## src/rtl/cu_pipe.sv

```systemverilog
//==============================================================================
// Module      : cu_pipe
// Description : ID-stage control decode with a registered EX control word,
//               load-use hazard bubbling, flush/freeze handling and a
//               saturating stall counter.
// Revision    : 1.0 - initial release
//==============================================================================
`default_nettype none

module cu_pipe #(
    parameter int SUPPORT_SLT  = 1,
    parameter int ILLEGAL_TRAP = 1,
    parameter int CNT_W        = 8
) (
    input  logic             clk,
    input  logic             rst_n,
    input  logic [31:0]      instr_i,
    input  logic             instr_valid_i,
    output logic             instr_ready_o,
    input  logic             flush_i,
    input  logic             mem_busy_i,
    output logic             ex_valid_o,
    output logic             ex_regWrite_o,
    output logic             ex_aluSrc1_o,
    output logic             ex_aluSrc2_o,
    output logic             ex_memWrite_o,
    output logic             ex_memRead_o,
    output logic             ex_jump_o,
    output logic             ex_lsReq_o,
    output logic [1:0]       ex_mem2reg_o,
    output logic [3:0]       ex_aluOp_o,
    output logic [2:0]       ex_branchContr_o,
    output logic [4:0]       ex_rd_o,
    output logic             ex_illegal_o,
    output logic [CNT_W-1:0] stall_cnt_o
);

    localparam logic [6:0] c_OP_LOAD   = 7'b0000011;
    localparam logic [6:0] c_OP_STORE  = 7'b0100011;
    localparam logic [6:0] c_OP_OP     = 7'b0110011;
    localparam logic [6:0] c_OP_IMM    = 7'b0010011;
    localparam logic [6:0] c_OP_AUIPC  = 7'b0010111;
    localparam logic [6:0] c_OP_LUI    = 7'b0110111;
    localparam logic [6:0] c_OP_BRANCH = 7'b1100011;
    localparam logic [6:0] c_OP_JAL    = 7'b1101111;
    localparam logic [6:0] c_OP_JALR   = 7'b1100111;

    localparam logic [3:0] c_ALU_ADD  = 4'b0001;
    localparam logic [3:0] c_ALU_SUB  = 4'b0010;
    localparam logic [3:0] c_ALU_AND  = 4'b0011;
    localparam logic [3:0] c_ALU_OR   = 4'b0100;
    localparam logic [3:0] c_ALU_XOR  = 4'b0101;
    localparam logic [3:0] c_ALU_SLL  = 4'b0110;
    localparam logic [3:0] c_ALU_SRL  = 4'b0111;
    localparam logic [3:0] c_ALU_SRA  = 4'b1000;
    localparam logic [3:0] c_ALU_SLT  = 4'b1001;
    localparam logic [3:0] c_ALU_SLTU = 4'b1010;

    localparam logic       c_SLT_EN   = (SUPPORT_SLT != 0);
    localparam logic       c_TRAP_EN  = (ILLEGAL_TRAP != 0);

    typedef struct packed {
        logic       valid;
        logic       reg_write;
        logic       alu_src1;
        logic       alu_src2;
        logic       mem_write;
        logic       mem_read;
        logic [1:0] mem2reg;
        logic       jump;
        logic       ls_req;
        logic [3:0] alu_op;
        logic [2:0] branch;
        logic [4:0] rd;
        logic       illegal;
    } ex_t;

    logic [6:0]       w_opcode;
    logic [2:0]       w_f3;
    logic [4:0]       w_rs1;
    logic [4:0]       w_rs2;
    logic             w_known;
    logic             w_rs1_used;
    logic             w_rs2_used;
    logic             w_hazard;
    ex_t              w_raw;
    ex_t              w_dec;
    ex_t              w_ex_nxt;
    logic             w_ex_load;
    logic             w_cnt_inc;
    logic             w_unused_bits;
    ex_t              r_ex;
    logic [CNT_W-1:0] r_cnt;

    assign w_opcode      = instr_i[6:0];
    assign w_f3          = instr_i[14:12];
    assign w_rs1         = instr_i[19:15];
    assign w_rs2         = instr_i[24:20];
    assign w_unused_bits = ^{instr_i[31], instr_i[29:25]};

    // Combinational decode of the ID instruction into a raw control word
    always_comb begin
        w_raw      = '0;
        w_known    = 1'b1;
        w_rs1_used = 1'b1;
        w_rs2_used = 1'b0;
        case (w_opcode)
            c_OP_LOAD: begin
                w_raw.reg_write = 1'b1;
                w_raw.alu_src1  = 1'b1;
                w_raw.alu_src2  = 1'b1;
                w_raw.mem_read  = 1'b1;
                w_raw.mem2reg   = 2'b01;
                w_raw.ls_req    = 1'b1;
                w_raw.alu_op    = c_ALU_ADD;
            end
            c_OP_STORE: begin
                w_raw.alu_src1  = 1'b1;
                w_raw.alu_src2  = 1'b1;
                w_raw.mem_write = 1'b1;
                w_raw.ls_req    = 1'b1;
                w_raw.alu_op    = c_ALU_ADD;
                w_rs2_used      = 1'b1;
            end
            c_OP_OP: begin
                w_raw.reg_write = 1'b1;
                w_raw.alu_src2  = 1'b1;
                w_rs2_used      = 1'b1;
                case ({instr_i[30], w_f3})
                    4'b0_000: w_raw.alu_op = c_ALU_ADD;
                    4'b1_000: w_raw.alu_op = c_ALU_SUB;
                    4'b0_001: w_raw.alu_op = c_ALU_SLL;
                    4'b0_101: w_raw.alu_op = c_ALU_SRL;
                    4'b1_101: w_raw.alu_op = c_ALU_SRA;
                    4'b0_100: w_raw.alu_op = c_ALU_XOR;
                    4'b0_111: w_raw.alu_op = c_ALU_AND;
                    4'b0_110: w_raw.alu_op = c_ALU_OR;
                    4'b0_010: begin
                        w_raw.alu_op = c_ALU_SLT;
                        w_known      = c_SLT_EN;
                    end
                    4'b0_011: begin
                        w_raw.alu_op = c_ALU_SLTU;
                        w_known      = c_SLT_EN;
                    end
                    default:  w_known = 1'b0;
                endcase
            end
            c_OP_IMM: begin
                w_raw.reg_write = 1'b1;
                w_raw.alu_src1  = 1'b1;
                w_raw.alu_src2  = 1'b1;
                // Only the shift-right encoding looks at bit 30; addi ignores it
                case (w_f3)
                    3'b000:  w_raw.alu_op = c_ALU_ADD;
                    3'b001:  w_raw.alu_op = c_ALU_SLL;
                    3'b101:  w_raw.alu_op = instr_i[30] ? c_ALU_SRA : c_ALU_SRL;
                    3'b100:  w_raw.alu_op = c_ALU_XOR;
                    3'b111:  w_raw.alu_op = c_ALU_AND;
                    3'b110:  w_raw.alu_op = c_ALU_OR;
                    3'b010: begin
                        w_raw.alu_op = c_ALU_SLT;
                        w_known      = c_SLT_EN;
                    end
                    default: begin
                        w_raw.alu_op = c_ALU_SLTU;
                        w_known      = c_SLT_EN;
                    end
                endcase
            end
            c_OP_AUIPC, c_OP_LUI: begin
                w_raw.reg_write = 1'b1;
                w_raw.alu_src1  = 1'b1;
                w_raw.alu_op    = c_ALU_ADD;
                w_rs1_used      = 1'b0;
            end
            c_OP_BRANCH: begin
                w_raw.alu_op = c_ALU_ADD;
                w_rs2_used   = 1'b1;
                case (w_f3)
                    3'b000:  w_raw.branch = 3'b001;
                    3'b001:  w_raw.branch = 3'b010;
                    3'b101:  w_raw.branch = 3'b011;
                    3'b110:  w_raw.branch = 3'b100;
                    3'b111:  w_raw.branch = 3'b101;
                    3'b100: begin
                        w_raw.branch = 3'b110;
                        w_known      = c_SLT_EN;
                    end
                    default: w_known = 1'b0;
                endcase
            end
            c_OP_JAL, c_OP_JALR: begin
                w_raw.reg_write = 1'b1;
                w_raw.alu_src1  = 1'b1;
                w_raw.alu_src2  = (w_opcode == c_OP_JALR);
                w_raw.mem2reg   = 2'b10;
                w_raw.jump      = 1'b1;
                w_raw.alu_op    = c_ALU_ADD;
                w_rs1_used      = (w_opcode == c_OP_JALR);
            end
            default: w_known = 1'b0;
        endcase
    end

    // Final EX word: known decode, illegal marker entry, or bubble
    always_comb begin
        w_dec = '0;
        if (w_known) begin
            w_dec       = w_raw;
            w_dec.valid = 1'b1;
            w_dec.rd    = w_raw.reg_write ? instr_i[11:7] : 5'd0;
        end else if (c_TRAP_EN) begin
            w_dec.valid   = 1'b1;
            w_dec.illegal = 1'b1;
        end
    end

    // Load-use: EX load result is needed by a source the ID instruction reads
    assign w_hazard = r_ex.valid && r_ex.mem_read && (r_ex.rd != 5'd0) &&
                      ((w_rs1_used && (w_rs1 == r_ex.rd)) ||
                       (w_rs2_used && (w_rs2 == r_ex.rd)));

    // Per-cycle arbitration: freeze > flush > load-use stall > accept > idle
    always_comb begin
        instr_ready_o = 1'b0;
        w_ex_load     = 1'b1;
        w_ex_nxt      = '0;
        w_cnt_inc     = 1'b0;
        if (mem_busy_i) begin
            w_ex_load = 1'b0;
        end else if (flush_i) begin
            instr_ready_o = 1'b1;
        end else if (instr_valid_i && w_hazard) begin
            w_cnt_inc = 1'b1;
        end else if (instr_valid_i) begin
            instr_ready_o = 1'b1;
            w_ex_nxt      = w_dec;
        end
    end

    // EX control register
    always_ff @(posedge clk or negedge rst_n) begin
        if (!rst_n) begin
            r_ex <= '0;
        end else if (w_ex_load) begin
            r_ex <= w_ex_nxt;
        end
    end

    // Saturating load-use bubble counter
    always_ff @(posedge clk or negedge rst_n) begin
        if (!rst_n) begin
            r_cnt <= '0;
        end else if (w_cnt_inc && (r_cnt != {CNT_W{1'b1}})) begin
            r_cnt <= r_cnt + {{(CNT_W-1){1'b0}}, 1'b1};
        end
    end

    assign ex_valid_o       = r_ex.valid;
    assign ex_regWrite_o    = r_ex.reg_write;
    assign ex_aluSrc1_o     = r_ex.alu_src1;
    assign ex_aluSrc2_o     = r_ex.alu_src2;
    assign ex_memWrite_o    = r_ex.mem_write;
    assign ex_memRead_o     = r_ex.mem_read;
    assign ex_jump_o        = r_ex.jump;
    assign ex_lsReq_o       = r_ex.ls_req;
    assign ex_mem2reg_o     = r_ex.mem2reg;
    assign ex_aluOp_o       = r_ex.alu_op;
    assign ex_branchContr_o = r_ex.branch;
    assign ex_rd_o          = r_ex.rd;
    assign ex_illegal_o     = r_ex.illegal;
    assign stall_cnt_o      = r_cnt;

endmodule

`default_nettype wire

```

## config.mk

```make
export PLATFORM = sky130hd
export DESIGN_NAME = cu_pipe
export DESIGN_NICKNAME = d
export VERILOG_FILES = /design/src/rtl/cu_pipe.sv
export SDC_FILE = /design/constraint.sdc
export NUM_CORES = 1
export LEC_CHECK = 0
export ABC_AREA = 1
export CORE_MARGIN = 5
export CORE_UTILIZATION = 41
export DETAILED_ROUTE_END_ITERATION = 7
export GPL_TIMING_DRIVEN = 1
export PLACE_DENSITY = 0.77
export SYNTH_ARGS = -nofsm -noshare
export SYNTH_HDL_FRONTEND = slang
export SYNTH_SLANG_ARGS = --single-unit
```

## constraint.sdc

```tcl
create_clock -name clk -period 1.35 [get_ports clk]
set_input_delay 0.2025 -clock clk [delete_from_list [all_inputs] [get_ports clk]]
set_output_delay 0.2025 -clock clk [all_outputs]
set_load 0.05 [all_outputs]
```

# Yosys cells after proc, flatten, opt, wreduce, memory -nomap -nowiden
# Cells that the tools add are included.
dict set report totals {
  elab_cells 95
  inputBits 37
  register_bits 31
}
dict set report op_classes {
  n_addsub 1
  reduce_logical 21
  n_mux 32
  n_eq_ne 27
}
# operator n
set ops {}
lappend ops {{$mux W23} 3}
lappend ops {{$pmux W4 S10} 1}
lappend ops {{$pmux W4 S7} 1}
lappend ops {{$eq A7 B6 Y1 const B} 3}
lappend ops {{$eq A7 B7 Y1 const B} 3}
lappend ops {{$mux W21} 1}
lappend ops {{$reduce_or A7 Y1} 3}
lappend ops {{$pmux W3 S6} 1}
lappend ops {{$mux W1} 17}
lappend ops {{$eq A4 B3 Y1 const B} 4}
lappend ops {{$eq A7 B5 Y1 const B} 2}
lappend ops {{$eq A3 B3 Y1 const B} 4}
lappend ops {{$pmux W4 S3} 1}
lappend ops {{$eq A5 B5 Y1} 2}
lappend ops {{$reduce_or A10 Y1} 1}
lappend ops {{$add A8 B1 Y8 const B} 1}
lappend ops {{$eq A4 B2 Y1 const B} 2}
lappend ops {{$eq A4 B4 Y1 const B} 2}
lappend ops {{$ne A8 B8 Y1 const B} 1}
lappend ops {{$eq A7 B2 Y1 const B} 1}
lappend ops {{$logic_and A1 B1 Y1} 7}
lappend ops {{$reduce_or A2 Y1} 3}
lappend ops {{$reduce_or A6 Y1} 1}
lappend ops {{$mux W5} 1}
lappend ops {{14 further kinds} 15}

# Depth between registers and ports, before layout
dict set report depth {
  ltp_word 11
  depth_mapped 12
}

# Least setup slack after synthesis
# No wires, ideal clock.
dict set report synth_path {
  path_type {register to output}
  from {reg r_ex (netlist bit ex_rd_o[1])}
  to {out instr_ready_o}
  setup_slack_ps -914
  required_ps 1148
  arrival_ps 2062
  path_stages_with_launch 11
  path_cell_list {dfrtp_1 -> inv_1 -> nand2_1 -> nand2_1 -> nand3_1 -> nor2_1 -> nand3_1 -> nand2_2 -> nand2_2 -> nand2_1 -> a21oi_1}
}
dict set report synth_via {
  elab_chain_cells 8
  elab_cells_between_ends 12
  cone_classes {2 x eq/ne; 3 x mux; 7 x reduce/logical}
}
# item line_no
set synth_lines {}
lappend synth_lines {{start, declared} 92} ;# ex_t r_ex;
lappend synth_lines {{start signal, assigned} 247} ;# r_ex <= w_ex_nxt;
lappend synth_lines {{$eq A5 B5 Y1, on equally long branches} {221, 222}}
lappend synth_lines {{$logic_and A1 B1 Y1, on equally long branches} {221, 222}}
lappend synth_lines {{$logic_or A1 B1 Y1} 221} ;# ((w_rs1_used && (w_rs1 == r_ex.rd)) ||
lappend synth_lines {{$logic_and A1 B1 Y1 (*)} 220} ;# assign w_hazard = r_ex.valid && r_ex.mem_read && (r_ex.rd != 5'd0) &&
lappend synth_lines {{$logic_and A1 B1 Y1 (*)} 234} ;# end else if (instr_valid_i && w_hazard) begin
lappend synth_lines {{$mux W1 (*)} 234}
lappend synth_lines {{$mux W1 (*)} 232} ;# end else if (flush_i) begin
lappend synth_lines {{$mux W1 (*)} 230} ;# if (mem_busy_i) begin
lappend synth_lines {{end, declared} 19} ;# output logic instr_ready_o,
# Every way passes the cells marked *; elsewhere a longest branch is shown, timed or not.

# Final worst setup path
dict set report layout_path {
  from {in instr_i[6]}
  to {out instr_ready_o}
}
dict set report layout_via {
  elab_chain_cells 10
  elab_cells_between_ends 20
  cone_classes {7 x eq/ne; 5 x mux; 8 x reduce/logical}
}
# item line_no
set layout_lines {}
lappend layout_lines {{start, declared} 17} ;# input logic [31:0] instr_i,
lappend layout_lines {{$eq A7 B7 Y1 (tied with other cells)} {107, 200}}
lappend layout_lines {{$reduce_or A2 Y1 (tied with other cells)} --}
lappend layout_lines {{$pmux W1 S2 / $mux W1 (equally long branches)} 107} ;# case (w_opcode)
lappend layout_lines {{$logic_and A1 B1 Y1, on equally long branches} {221, 222}}
lappend layout_lines {{$logic_or A1 B1 Y1 (*)} 221}
lappend layout_lines {{$logic_and A1 B1 Y1 (*)} 220}
lappend layout_lines {{$logic_and A1 B1 Y1 (*)} 234}
lappend layout_lines {{$mux W1 (*)} 234}
lappend layout_lines {{$mux W1 (*)} 232}
lappend layout_lines {{$mux W1 (*)} 230}
# Marked as above.

==> summary.txt <==
Placement
  • GP Congestion: a little under 0.9
  • Count of input and output buffers: a little over 60
  • Final HPWL DP: approximately 4.8 mm

CTS
  • Root Buffer: clkbuf_8
  • Clock slew at reported path FFs: 0.06 ns
  • TritonCTS Buffers: 5
  • H-tree lvl count: 2
  • CTS tree: done
  • Worst-skew pair later-pin latency: ~0.29 ns
  • Max Buffers Root-to-Sink: 2
  • Sink Count: 30
  • Post-CTS Hold Buffers: 0

Route
  • Routed len/inst: roughly 18 µm
  • DRC: 0
  • Initial DRC count: about 290
  • DR vias/cell: 5.51
  • Routed WL: 8.46 mm
  • TritonRoute pass-1 iters: 5
  • Routed Antenna Nets: 0
  • Via count: approximately 2600

STA
  • Min Tclk post-route: roughly 2.0 ns
  • Final worst path period share: 145%
  • Hold Slack: roughly 0.27 ns
  • Setup violations, final: 31
  • RSZ-0062 raised after global routing: yes
  • Setup_tns: -14.11 ns
  • Endpoints failing hold: 0
  • Setup WS post-layout: -0.612 ns
  • Max_slew headroom: 76.8%
  • Slew Limit Fails: 0
  • Max Fclk: between 500 and 600 MHz
  • Final clock skew: 0.00480 ns
  • Slew @ Worst Pin: approximately 0.35 ns

Floorplanning
  • Die area: just over 6000 µm²
  • Chip Height: between 70 and 80 µm
  • Die Span X: around 79 µm
  • Core footprint: 4660 µm²
  • Effective utilization at floorplan: 41.5%
  • Io pins: a little under 70
  • Row count: 25

Finish
  • Most common cell after layout, fill and taps aside: nand2_1
  • Share of cells above drive strength 1: a little under half
  • Commonest cells after routing, fill and taps aside: 75 x nand2_1, 61 x buf_4, 34 x inv_1
  • Nets@finish: roughly 460
  • Antenna diodes: 0
  • P&R area growth vs syn: 103%

Global route
  • GR Util All Layers: between 20 and 25%
  • Initial antenna violation count: 0
  • First-pass GRT wire length: approximately 11 mm
  • Number of global-route vias before repair: roughly 2400
  • Largest net degree at the start of global routing: 31
  • GR Overflow Total: 0

Synthesis
  • Syn_area_per_cell: 6.91 µm²
  • Post-Synthesis Cell Area: around 1900 µm²
  • Cell variety after synth: 29
  • Net count after synthesis: between 300 and 400
  • Ys Warns: 0
  • Register bit total from synthesis: 30
  • Post-Synthesis Cells: 280
  • Seq/Total Area, Yosys: approximately two fifths

Critical path
  • Critical Path Start Type: input pin
  • WS Path Type: in -> out
  • Reg2reg start: ex_rd_o[3]
  • Endpoint class of the critical path: output pin
  • Worst EP required: around 1.2 ns
  • Worst r2r dst: ex_memWrite_o
  • WP data arrival: roughly 1.8 ns
  • Crit-path max FO: 4
  • R2R depth: 10
  • R2R Setup Slk: -0.53 ns

Power and ir drop
  • PwrDens: 538 nW/µm²
  • P_leak: between 2 and 2.5 nW
  • Maximum vdd drop: approximately 0.49 mV

Outcome
  • Failing checks: negative setup slack
  • Status: finished, violations left

Worst hold path
  • Worst min path class: in -> async

Flow run
  • Maxcap violations: 0
==> per-layer routing <==
metal  global-route usage, %  wire, µm  vias up
li1                        -         -     1165
met1                    25.2      3100     1237
met2                    41.6      4250      162
met3                    5.16       587       47
met4                    9.09       519        0
met5                       0         0        -
==> sequential cells by signal (all words and copies together) (netlist names) <==
signal	count
ex_rd_o	5
ex_lsReq_o	1
ex_illegal_o	1
ex_aluSrc2_o	1
ex_jump_o	1
ex_branchContr_o	3
stall_cnt_o	8
ex_valid_o	1
ex_regWrite_o	1
ex_aluSrc1_o	1
ex_memWrite_o	1
ex_aluOp_o	4
ex_mem2reg_o	2
==> metrics by stage <==
step                power (mW)  utilization [%]  area, µm²  setup WS, ns  instances
detailed placement        1.31             73.9       3440        -0.658        450
floorplan                 1.06                -       2000        -0.323        280
global placement          1.30             73.9       3440        -0.591        450
finish                    2.12             84.4       3930        -0.612        474
CTS                       2.07             79.7       3710        -0.507        464
global route              2.17             84.4       3930        -0.665        474
==> kinds of logic after synthesis <==
logic type	Yosys count	synth area share, %
compound gates	30	8.34
fa+ha+maj	1	0.647
flops	30	38.8
simple gates	161	38.1
xor+xnor	10	4.53
buf+inv	48	9.57
==> worst max-delay path by stage <==
stage	start	end	slack [ns]	cells after the start
final	instr_i[6]	instr_ready_o	-0.61	11
after global routing	ex_rd_o[3]	instr_ready_o	-0.67	8
after CTS	ex_rd_o[4]	instr_ready_o	-0.51	9
after detailed placement	instr_i[3]	ex_rd_o[4]	-0.66	13
after global placement	instr_i[2]	ex_rd_o[4]	-0.59	13
after floorplan	ex_rd_o[4]	instr_ready_o	-0.32	7
==> critical path, stage by stage <==
cell and delay, ns:
clkdlybuf4s50_1 0.42, inv_2 0.13, nand2_2 0.11, inv_2 0.10
nand2_1 0.13, nand3_2 0.13, nand2_4 0.07, nand2_4 0.07
nand2_2 0.06, a21oi_4 0.16, buf_12 0.15
==> synthesized netlist by cell type <==
cell / instances / area (µm²)
a21boi_0: 1 / 7.51
a21oi_1: 5 / 25.0
a31oi_1: 1 / 6.26
buf_2: 1 / 5.00
buf_4: 1 / 7.51
clkbuf_1: 2 / 7.51
dfrtp_1: 30 / 751
ha_1: 1 / 12.5
inv_1: 38 / 143
inv_2: 6 / 22.5
nand2_1: 87 / 327
nand2_2: 6 / 37.5
nand2_4: 1 / 11.3
nand3_1: 19 / 95.1
nand3_2: 2 / 20.0
nand3_4: 1 / 17.5
nand3b_1: 1 / 7.51
nand4_1: 10 / 62.6
nor2_1: 25 / 93.8
nor2_2: 4 / 25.0
nor2_8: 1 / 20.0
nor3_1: 4 / 20.0
o211ai_1: 1 / 7.51
o21ai_0: 10 / 50.1
o21ai_1: 9 / 45.0
o21bai_1: 1 / 7.51
o22ai_1: 2 / 12.5
xnor2_1: 3 / 26.3
xor2_1: 7 / 61.3
==> power breakdown <==
group          internal [mW]  total, mW  switching (mW)
registers              0.904      0.909         0.00489
clock network          0.411      0.754           0.343
logic                  0.214      0.454           0.240
total                   1.53       2.12           0.588
==> final cells by class <==
class,count,area [µm²]
Fill cell,223,728
Sequential cell,30,763
Timing Repair Buffer,136,1560
Tap cell,54,67.6
Clock buffer,7,86.3
Inverter,44,173
Multi-Input combinational cell,202,1280
Clock inverter,1,5.00
==> timing repair <==
action | in CTS | in global routing
buffers inserted | 6 | 12
pin swaps | 7 | 18
gates resized for setup | 35 | 43
cloned | 0 | 0
endpoints found under the setup margin | 31 | 32
No activity file was read; power rests on OpenSTA's default activity.
